### config.mk
export PLATFORM = sky130hd
export DESIGN_NAME = hpu_csr_initiator
export DESIGN_NICKNAME = d
export VERILOG_FILES = /design/src/rtl/hpu_pkg.sv /design/src/rtl/hpu_csr_modify.sv /design/src/rtl/hpu_csr_initiator.sv
export SDC_FILE = /design/constraint.sdc
export NUM_CORES = 1
export LEC_CHECK = 0
export CAP_MARGIN = 5
export CORE_MARGIN = 2
export CORE_UTILIZATION = 42
export DETAILED_ROUTE_END_ITERATION = 7
export DONT_BUFFER_PORTS = 1
export PLACE_DENSITY_LB_ADDON = 0.08
export SLEW_MARGIN = 10
export SYNTH_ARGS = -nofsm -noshare
export SYNTH_HDL_FRONTEND = slang
export SYNTH_SLANG_ARGS = --single-unit
export TNS_END_PERCENT = 50
### constraint.sdc
create_clock -name clk_i -period 8.07 [get_ports clk_i]
set_input_delay 1.614 -clock clk_i [delete_from_list [all_inputs] [get_ports clk_i]]
set_output_delay 1.614 -clock clk_i [all_outputs]
set_load 0.05 [all_outputs]
### src/rtl/hpu_pkg.sv
// Shared HPU types for the CSR bus: operation encoding, bus request/response
// structs and the hub read latency used by every CSR bus master.
package hpu_pkg;

  localparam int unsigned CSR_RD_LAT = 2;
  localparam int unsigned XLEN       = 32;
  localparam int unsigned ROB_ID_W   = 6;

  typedef logic [11:0]         csr_addr_t;
  typedef logic [XLEN-1:0]     data_t;
  typedef logic [ROB_ID_W-1:0] rob_id_t;

  typedef enum logic [1:0] {
    CSR_RW = 2'd0,
    CSR_RS = 2'd1,
    CSR_RC = 2'd2
  } csr_op_e;

  typedef struct packed {
    csr_addr_t raddr;
    logic      wr_en;
    csr_addr_t waddr;
    data_t     wdata;
  } csr_bus_req_t;

  typedef struct packed {
    data_t rdata;
  } csr_bus_rsp_t;

  // The top two address bits set to 2'b11 mark a read-only CSR.
  function automatic logic csr_is_read_only(input csr_addr_t addr);
    return addr[11:10] == 2'b11;
  endfunction

endpackage

### src/rtl/hpu_csr_modify.sv
// Read-modify-write data path for CSR instructions: produces the value to
// write back from the operation type, the old CSR value and the operand.
module hpu_csr_modify
  import hpu_pkg::*;
(
  input  csr_op_e op_i,
  input  data_t   old_i,
  input  data_t   data_i,
  output data_t   wdata_o
);

  // NOTE: every output of an always_comb block gets a default first, so no
  // path through the case can leave it unassigned and infer a latch.
  always_comb begin
    wdata_o = data_i;
    case (op_i)
      CSR_RS:  wdata_o = old_i | data_i;
      CSR_RC:  wdata_o = old_i & ~data_i;
      default: wdata_o = data_i;
    endcase
  end

endmodule

### src/rtl/hpu_csr_initiator.sv
// Pipeline-side CSR bus master: runs one CSRRW/CSRRS/CSRRC at a time through
// read, modify and write against the CSR hub and returns the old value.
module hpu_csr_initiator
  import hpu_pkg::*;
#(
  parameter int unsigned RD_LAT = CSR_RD_LAT
) (
  input  logic         clk_i,
  input  logic         rst_i,
  input  logic         csr_op_vld_i,
  output logic         csr_op_rdy_o,
  input  csr_op_e      csr_op_type_i,
  input  csr_addr_t    csr_op_addr_i,
  input  data_t        csr_op_data_i,
  input  logic         csr_op_skip_rd_i,
  input  logic         csr_op_skip_wr_i,
  input  rob_id_t      csr_op_tag_i,
  input  logic         flush_i,
  output csr_bus_req_t csr__bus_req_o,
  input  csr_bus_rsp_t csr__bus_rsp_i,
  output logic         wb_vld_o,
  input  logic         wb_rdy_i,
  output rob_id_t      wb_tag_o,
  output data_t        wb_data_o,
  output logic         wb_exc_o
);

  localparam int unsigned CNT_W = (RD_LAT < 1) ? 1 : $clog2(RD_LAT + 1);

  localparam logic [1:0] ST_IDLE  = 2'd0;
  localparam logic [1:0] ST_READ  = 2'd1;
  localparam logic [1:0] ST_WRITE = 2'd2;
  localparam logic [1:0] ST_RESP  = 2'd3;

  logic [1:0]       state_q, state_d;
  logic [CNT_W-1:0] cnt_q, cnt_d;
  csr_op_e          type_q, type_d;
  csr_addr_t        addr_q, addr_d;
  data_t            data_q, data_d;
  data_t            old_q, old_d;
  rob_id_t          tag_q, tag_d;
  logic             need_wr_q, need_wr_d;
  logic             ill_q, ill_d;

  csr_bus_req_t     req_q, req_d;
  logic             wb_vld_q, wb_vld_d;
  rob_id_t          wb_tag_q, wb_tag_d;
  data_t            wb_data_q, wb_data_d;
  logic             wb_exc_q, wb_exc_d;

  logic             accept;
  logic             need_wr_in;
  logic             ill_in;
  data_t            wdata;

  assign csr_op_rdy_o = (state_q == ST_IDLE);
  assign accept       = csr_op_vld_i & csr_op_rdy_o & ~flush_i;
  assign need_wr_in   = (csr_op_type_i == CSR_RW) | ~csr_op_skip_wr_i;
  assign ill_in       = csr_is_read_only(csr_op_addr_i) & need_wr_in;

  always_comb begin
    state_d   = state_q;
    cnt_d     = cnt_q;
    type_d    = type_q;
    addr_d    = addr_q;
    data_d    = data_q;
    old_d     = old_q;
    tag_d     = tag_q;
    need_wr_d = need_wr_q;
    ill_d     = ill_q;

    case (state_q)
      ST_IDLE: begin
        if (accept) begin
          type_d    = csr_op_type_i;
          addr_d    = csr_op_addr_i;
          data_d    = csr_op_data_i;
          tag_d     = csr_op_tag_i;
          need_wr_d = need_wr_in;
          ill_d     = ill_in;
          old_d     = '0;
          cnt_d     = CNT_W'(RD_LAT);
          if (csr_op_skip_rd_i && (csr_op_type_i == CSR_RW)) begin
            state_d = ill_in ? ST_RESP : ST_WRITE;
          end else begin
            state_d = ST_READ;
          end
        end
      end

      ST_READ: begin
        // The hub holds rdata valid only on the last cycle of the read window.
        if (flush_i) begin
          state_d = ST_IDLE;
        end else if (cnt_q == '0) begin
          old_d   = csr__bus_rsp_i.rdata;
          state_d = (need_wr_q & ~ill_q) ? ST_WRITE : ST_RESP;
        end else begin
          cnt_d = cnt_q - 1'b1;
        end
      end

      ST_WRITE: state_d = flush_i ? ST_IDLE : ST_RESP;

      ST_RESP: begin
        if (flush_i || wb_rdy_i) begin
          state_d = ST_IDLE;
        end
      end

      default: state_d = ST_IDLE;
    endcase
  end

  hpu_csr_modify u_modify (
    .op_i    (type_d),
    .old_i   (old_d),
    .data_i  (data_d),
    .wdata_o (wdata)
  );

  // Outputs are registered: decode them from the state being entered.
  always_comb begin
    req_d = '0;
    if (state_d == ST_READ) begin
      req_d.raddr = addr_d;
    end
    if (state_d == ST_WRITE) begin
      req_d.wr_en = 1'b1;
      req_d.waddr = addr_d;
      req_d.wdata = wdata;
    end
    wb_vld_d  = (state_d == ST_RESP);
    wb_tag_d  = wb_vld_d ? tag_d : '0;
    wb_data_d = wb_vld_d ? old_d : '0;
    wb_exc_d  = wb_vld_d & ill_d;
  end

  // NOTE: sequential state is updated with non-blocking assignments so every
  // register samples the pre-edge values regardless of statement order.
  always_ff @(posedge clk_i) begin
    if (rst_i) begin
      state_q   <= ST_IDLE;
      cnt_q     <= '0;
      type_q    <= CSR_RW;
      addr_q    <= '0;
      data_q    <= '0;
      old_q     <= '0;
      tag_q     <= '0;
      need_wr_q <= 1'b0;
      ill_q     <= 1'b0;
      req_q     <= '0;
      wb_vld_q  <= 1'b0;
      wb_tag_q  <= '0;
      wb_data_q <= '0;
      wb_exc_q  <= 1'b0;
    end else begin
      state_q   <= state_d;
      cnt_q     <= cnt_d;
      type_q    <= type_d;
      addr_q    <= addr_d;
      data_q    <= data_d;
      old_q     <= old_d;
      tag_q     <= tag_d;
      need_wr_q <= need_wr_d;
      ill_q     <= ill_d;
      req_q     <= req_d;
      wb_vld_q  <= wb_vld_d;
      wb_tag_q  <= wb_tag_d;
      wb_data_q <= wb_data_d;
      wb_exc_q  <= wb_exc_d;
    end
  end

  assign csr__bus_req_o = req_q;
  assign wb_vld_o       = wb_vld_q;
  assign wb_tag_o       = wb_tag_q;
  assign wb_data_o      = wb_data_q;
  assign wb_exc_o       = wb_exc_q;

endmodule

# Yosys cells after proc, flatten, opt, wreduce, memory -nomap -nowiden
# Index checks and enable logic that the tools add are counted.
# word_totals
inputBits,91
elab_cells,85
out_inout_bits,98
ff_bits,187
# classes
addsub,1
reduce_logical,11
muxes,29
n_eq_ne,12
bitwise,15
# op_table
op,n
$mux W32,5
$pmux W32 S2,2
$mux W45,1
$and A32 B32 Y32,1
$not A32 Y32,1
$or A32 B32 Y32,1
$mux W12,2
$mux W2,11
$eq A2 B2 Y1 const B,6
$mux W6,2
$pmux W2 S4,1
$eq A2 B1 Y1 const B,3
$logic_not A2 Y1,3
$not A1 Y1,6
$reduce_or A2 Y1,3
$and A1 B1 Y1,5
$mux W1,4
$ne A2 B2 Y1 const B,2
$pmux W2 S2,1
$reduce_and A4 Y1,1
$ne A2 B1 Y1 const B,1
$reduce_and A2 Y1,1
$reduce_bool A2 Y1,1
$sub A2 B1 Y2 const B,1
other kinds (3),3

# Depth between registers and ports, before layout
# Gate-level depths: netlist of the first run.
# depth
ltp_word,10
mapped_depth,14
ltp_nobuf,7

# Modules after synthesis
# Synthesis of the first run repeated with hierarchy kept, for this count alone.
# unflattened
hier_cells,750
area_unflattened_um2,6926.6
# by_module_without_submodules
mod,area_per_inst_um2,n_inst,cells_per_inst,seq_area_each_um2
hpu_csr_initiator,6039.5,1,640,3743.6
hpu_csr_modify,887.1,1,110,0.0

# Least setup slack after synthesis of the first run
# No wires, ideal clock.
# synth_timing
kind,input to register
start,input port flush_i
end,register req_q (netlist bit csr__bus_req_o[23])
stages,13
path_buffers,6
t_arrival_ps,4263
setup_ps,116
setup_slack_ps,3691
required_ps,7954
cell_sequence,or4b_4 buf_6 buf_6 buf_2 mux2i_1 inv_1 ha_1 clkbuf_1 nand2b_1 clkbuf_1 clkbuf_1 o21a_1 nor3_2
# synth_via
word_cells_on_any_way,24
cone_classes,eq/ne (3); mux (13); bitwise (6); reduce/logical (2)
# synth_rtl
element,line_no,source
start: declaration,hpu_csr_initiator.sv:18,"input logic flush_i,"
$not A1 Y1 *,hpu_csr_initiator.sv:57,assign accept = csr_op_vld_i & csr_op_rdy_o & ~flush_i;
$and A1 B1 Y1 *,hpu_csr_initiator.sv:57,
$mux W2 *,hpu_csr_initiator.sv:74,if (accept) begin
$mux W2 *,hpu_csr_initiator.sv:72,case (state_q)
named net type_d[1],hpu_csr_initiator.sv:37,"csr_op_e type_q, type_d;"
$eq A2 B2 Y1 or $eq A2 B1 Y1 (tied branches),hpu_csr_modify.sv:16,case (op_i)
$pmux W32 S2 *,hpu_csr_modify.sv:16,
end signal: assignment,hpu_csr_initiator.sv:167,req_q <= req_d;
end: declaration,hpu_csr_initiator.sv:45,"csr_bus_req_t req_q, req_d;"
# The timed path passes the listed nets; every way through them passes the cells marked *.
# A chain may end at the register's enable or synchronous reset.

# Worst setup path in the final report of the first run
# layout_timing
start,input port flush_i
end,register req_q (netlist bit csr__bus_req_o[26])
# Same word-level chain as after synthesis.

==> impl_metrics.ini, run 1 <==
[placement]
place_hpwl_microns = 10060
place_congestion = 0.7624
io_buffers = 0
preCtsSetupSlack_ns = 3.162

[clocking]
post-cts-setup-buffers = 0
clk_path_buf_depth = 2
cts_made_buffers = 17
cts_hold_buf = 0
cts-root-buf = clkbuf_16
clkSinkCount = 187
clk_pin_slew_ns = 0.07
insertion_delay_ns = 0.42
cts_resized = 0
cts_tree = built
htree_levels = 4

[yosys]
synthArstFlopShare = 0
yosysTopAreaCell = dfxtp_1
ys_warn_count = 0
syn_nets = 730
synth_seq_cells = 187
yosysUniqueCellTypes = 39
synth_compound_area_frac = 0.1133
synth_common_cells = dfxtp_1, nor2_1, mux2i_1
synth_top_family_by_area = simple AND/OR/NAND/NOR gates
synth_xor_area_frac = 0
synthCells = 636
synth_top_area_share = 0.5677
yosysSeqAreaShare = 0.5677
avgSynthCellArea_sq_um = 10.37
synth_edf_count = 0
netlist_area_sq_um = 6594
synth_ff_type = dfxtp_1
synthMuxAreaShare = 0.1093
synthSimpleGateAreaFrac = 0.1613
synthAdderAreaFrac = 0.005693
synth_top_cells_by_area = dfxtp_1, mux2i_1, nor2_1
synth.most_common_cell = dfxtp_1

[timing]
slew_headroom = 0.2376
fin_setup_tns_ns = 0
period_share = 0.5467
drv_slew = 0
tightest_slew_ns = 1.144
fin_skew_ns = 0.006605
setup_slack_ns = 3.658
period_minus_slack_ns = 4.412
max_freq_ghz = 0.2266
finalHoldViolCount = 0
setup_violations = 0
rsz0062_at_grt = no

[worst_setup_path]
worstPathRequired_ns = 8.36
slowest_stage = nand2b_1
arrival_ns = 4.70
worstSetupPathType = primary input to flip-flop
startpoint_type = primary input
path_buf_inv = 1
cp-end-kind = flip-flop
crit_chain = or4b_4 > mux2i_1 > inv_1 > ha_1 > nand2b_1 > o21a_1 > nor3_2
r2r-start = state_q[0]$_SDFF_PP0_
crit_start = flush_i
critPathMaxFanout = 57
path_delay_family = simple AND/OR/NAND/NOR gates
slowest_delay_ns = 0.92

[floorplan]
die_w_microns = 129.3
ios = 189
core_area_sq_um = 15260
dieArea_sq_um = 16720
rows = 45
die_h_microns = 129.3
initial_core_util = 0.4321

[grt]
grt_pass1_wl_microns = 24170
grt_start_max_net_pins = 75
grt_antenna_before_repair = 0
first_global_vias = 4507
gr-total-overflow = 0
grtUsageTotal = 0.1888

[drt]
drt_first_pass_iters = 4
drc = 0
vias = 4398
antenna_left = 0
detail_route.wl_per_cell_microns = 18.75
drt_iter0_drc = 180
viasPerCell = 5.254
wirelength_microns = 15690

[hold_path]
hold_path.class = flip-flop to flip-flop
min_from = tag_q[2]$_SDFF_PP0_

[power]
p_leak_nw = 2.768
power_density_nw_per_um2 = 271.5
max-vdd-ir-drop_v = 0.0001550
sequentialPowerShare = 0.490
pwr-share-clk = 0.429
p_int_mw = 1.466
pwr-share-comb = 0.081
p_sw_mw = 0.5100
swShare = 0.2580

[finish]
nets = 707
diodes = 0
fin_util = 0.4771
syn_to_final_growth_pct = 10.40
drive_gt1_frac = 0.1182

[job]
maxCapViolations = 0

[status]
status = complete, no violations
layout by cell type (no fill, tap or decap), types with 2 or more instances in the layout:
cell type,count
dfxtp_1,187
nor2_1,95
mux2i_1,72
a21oi_1,50
nor3_1,49
o21a_1,25
nor3_2,20
nand2_1,19
clkbuf_16,17
o21ai_0,9
nor2b_1,9
inv_1,7
a21o_1,7
a211o_1,7
a211oi_2,7
inv_6,6
buf_4,5
nand2b_1,3
ha_1,3
inv_8,3
nand2_2,2
or2_2,2
bufinv_16,2
clkinv_4,2
power groups by stage:
| stage | Sequential (mW) | Clock [mW] | Combinational [mW] |
|---|---|---|---|
| floorplan | 0.986 | 0 | 0.139 |
| global route | 0.970 | 0.904 | 0.179 |
| global placement | 0.989 | 0 | 0.158 |
| detailed placement | 0.989 | 0 | 0.163 |
| CTS | 0.968 | 0.867 | 0.163 |
| finish | 0.968 | 0.847 | 0.161 |
worst paths after layout:
check | endpoint | slack [ns] | cells past startpoint
min | tag_q[2]$_SDFF_PP0_ | 0.45 | 2
min reg2reg | tag_q[2]$_SDFF_PP0_ | 0.45 | 2
max reg2reg | csr__bus_req_o[26]$_SDFF_PP0_ | 4.37 | 7
max | csr__bus_req_o[26]$_SDFF_PP0_ | 3.66 | 7
area by class of cell:
cell class	count	area (sq um)
clock inverter	15	176.4
multi-input combinational	395	2606
tap	211	264.0
inverter	7	26.28
fill	1450	7979
clock buffer	17	425.4
sequential	187	3744
timing repair buffer	5	37.54
logic make-up after synthesis:
kind of cell    Yosys count
buf+inv                  54
flops                   187
mux                      72
simple gates            208
fa+ha+maj                 3
compound gates          112
metal layers:
layer	vias up	GRT usage	wire, microns
met3	16	0.06276	1138
met1	2123	0.2338	7026
met5	-	0	0
li1	2131	-	-
met4	0	0.06969	229
met2	128	0.3071	7298
tightest hold or removal path, stage by stage (launching register included):
cell and delay, ns:
dfxtp_1 0.30, nand2_1 0.05, a21oi_1 0.06
stage by stage:
step                      std cells  hold slack [ns]  cell area, sq um  power (mW)
after floorplan                 636           0.4339              6594       1.124
after global placement          805           0.4384              6678       1.147
after detailed placement        805           0.4418              6678       1.152
after CTS                       837           0.4529              7279       1.998
after global routing            837           0.4756              7279       2.053
final                           837           0.4508              7279       1.976
state kept, by name (all words and copies together) (netlist names):
register and flops:
wb_vld_o 1, wb_tag_o 6, csr__bus_req_o 57, type_q 2, ill_q 1, wb_data_o 32, tag_q 6, data_q 32
wb_exc_o 1, state_q 2, addr_q 12, need_wr_q 1, old_q 32, cnt_q 2
No activity file was read; power rests on OpenSTA's default activity.
==> run 2: changes to the inputs <==
clock period = 4 ns   (was 8.07 ns; I/O delays follow)
==> run 2 against run 1 <==
Net effect:
- global-route usage is 0.21 points higher
- via count hardly changed
- utilization is 0.27 points higher
- sequential share of layout area is 0.29 points lower
- sequential cell count stayed put
- power is 100% higher
- combinational power is 100% higher
- setup slack worse by 2.8 ns
- largest cell class unchanged
==> impl_metrics.ini, run 2 (synthesis gave the netlist of run 1 again) <==
[drt]
vias = 4394
antenna_left = 0
drc = 0
detail_route.wl_per_cell_microns = 18.70
drt_iter0_drc = 208
viasPerCell = 5.225
drt_first_pass_iters = 4
wirelength_microns = 15730

[clocking]
cts_hold_buf = 0
htree_levels = 4
cts_resized = 0
clk_path_buf_depth = 2
clk_pin_slew_ns = 0.07
insertion_delay_ns = 0.43
post-cts-setup-buffers = 0
cts_tree = built
clkSinkCount = 187
cts-root-buf = clkbuf_16
cts_made_buffers = 17

[power]
p_total_mw = 3.988
power_density_nw_per_um2 = 544.8
p_int_mw = 2.970
swShare = 0.2552
p_sw_mw = 1.018
pwr-share-clk = 0.428
sequentialPowerShare = 0.490
p_leak_nw = 2.787
pwr-share-comb = 0.082
max-vdd-ir-drop_v = 0.0002643

[finish]
drive_gt1_frac = 0.1238
design_area_sq_um = 7321
layout_commonest_cell = dfxtp_1
largest_register_ffs = 57
final_cell_mix = dfxtp_1, nor2_1, mux2i_1
fill_cells = 1470
nets = 711
syn_to_final_growth_pct = 11.02
diodes = 0

[timing]
setup_slack_ns = 0.8474
drv_slew = 0
finalHoldViolCount = 0
fin_skew_ns = 0.009715
max_freq_ghz = 0.3172
period_share = 0.7881
tightest_slew_ns = 0.9442
setup_violations = 0
fin_setup_tns_ns = 0
rsz0062_at_grt = no
period_minus_slack_ns = 3.153
slew_headroom = 0.3683

[floorplan]
dieArea_sq_um = 16720
ios = 189
rows = 45
die_w_microns = 129.3
die_h_microns = 129.3
initial_core_util = 0.4321
core_area_sq_um = 15260

[worst_setup_path]
startpoint_type = flip-flop
worstPathRequired_ns = 4.34
arrival_ns = 3.50
critPathMaxFanout = 32
cp-end-kind = flip-flop
worstSetupPathType = flip-flop to flip-flop

[placement]
io_buffers = 0
place_congestion = 0.7469
place_hpwl_microns = 10260
placed_area_sq_um = 6720
preCtsSetupSlack_ns = 0.4807

[grt]
grtUsageTotal = 0.1909
gr-total-overflow = 0
first_global_vias = 4463
grt_start_max_net_pins = 75
grt_antenna_before_repair = 0
grt_pass1_wl_microns = 24300

[status]
status = complete, no violations

[hold_path]
hold_path.class = primary input to flip-flop

[job]
maxCapViolations = 0
[run 2: cell types whose count changed in the layout (fill, tap and decap cells not counted), sizes merged]
cell,before,now
clkbuf,17,18
buf,5,9
clkinvlp,1,3
inv,16,13
[run 2: final cells by class]
class	instances	area, sq um	area share
Clock buffer	18	439.2	0.05999
Clock inverter	14	161.4	0.02205
Multi-Input combinational cell	395	2606	0.3560
Inverter	7	26.28	0.003589
Tap cell	211	264.0	0.03606
Timing Repair Buffer	9	80.08	0.01094
Sequential cell	187	3744	0.5114
[run 2: critical path, stage by stage, from the launching register on]
cell      delay, ns
dfxtp_1        0.43
or4b_4         0.80
mux2i_1        0.32
inv_1          0.07
ha_1           0.45
or2_2          0.65
a21oi_1        0.11
a211oi_2       0.23
[run 2: power groups by stage]
stage	Clock [mW]	Combinational (mW)	Sequential [mW]
2_1_floorplan	0	0.280	1.99
3_3_place_gp	0	0.321	2.00
3_5_place_dp	0	0.331	2.00
4_1_cts	1.75	0.332	1.95
5_1_grt	1.82	0.366	1.96
6_report	1.71	0.328	1.95
[run 2: layer usage]
layer / global-route usage / wire length [microns] / part of all wire / vias up
met4: 0.06969 / 235 / 0.015 / 0
met1: 0.2348 / 6859 / 0.44 / 2094
li1: - / - / - / 2142
met3: 0.07597 / 1347 / 0.086 / 21
met5: 0 / 0 / 0 / -
met2: 0.3034 / 7281 / 0.46 / 137
[run 2: metrics by stage]
stage	instances	utilization	hold slack, ns
floorplan	636	-	0.4339
global placement	809	0.4404	0.4368
detailed placement	809	0.4404	0.4451
CTS	841	0.4798	0.4196
global route	841	0.4798	0.4234
finish	841	0.4798	0.4448
[run 2: final timing paths]
kind / slack (ns) / from / to / cells past startpoint
worst max-delay path: 0.85 / state_q[0]$_SDFF_PP0_ / csr__bus_req_o[4]$_SDFF_PP0_ / 7
worst min-delay path: 0.44 / rst_i / addr_q[0]$_SDFF_PP0_ / 1
worst max register to register: 0.85 / state_q[0]$_SDFF_PP0_ / csr__bus_req_o[4]$_SDFF_PP0_ / 7
worst min register to register: 0.45 / tag_q[0]$_SDFF_PP0_ / tag_q[0]$_SDFF_PP0_ / 2
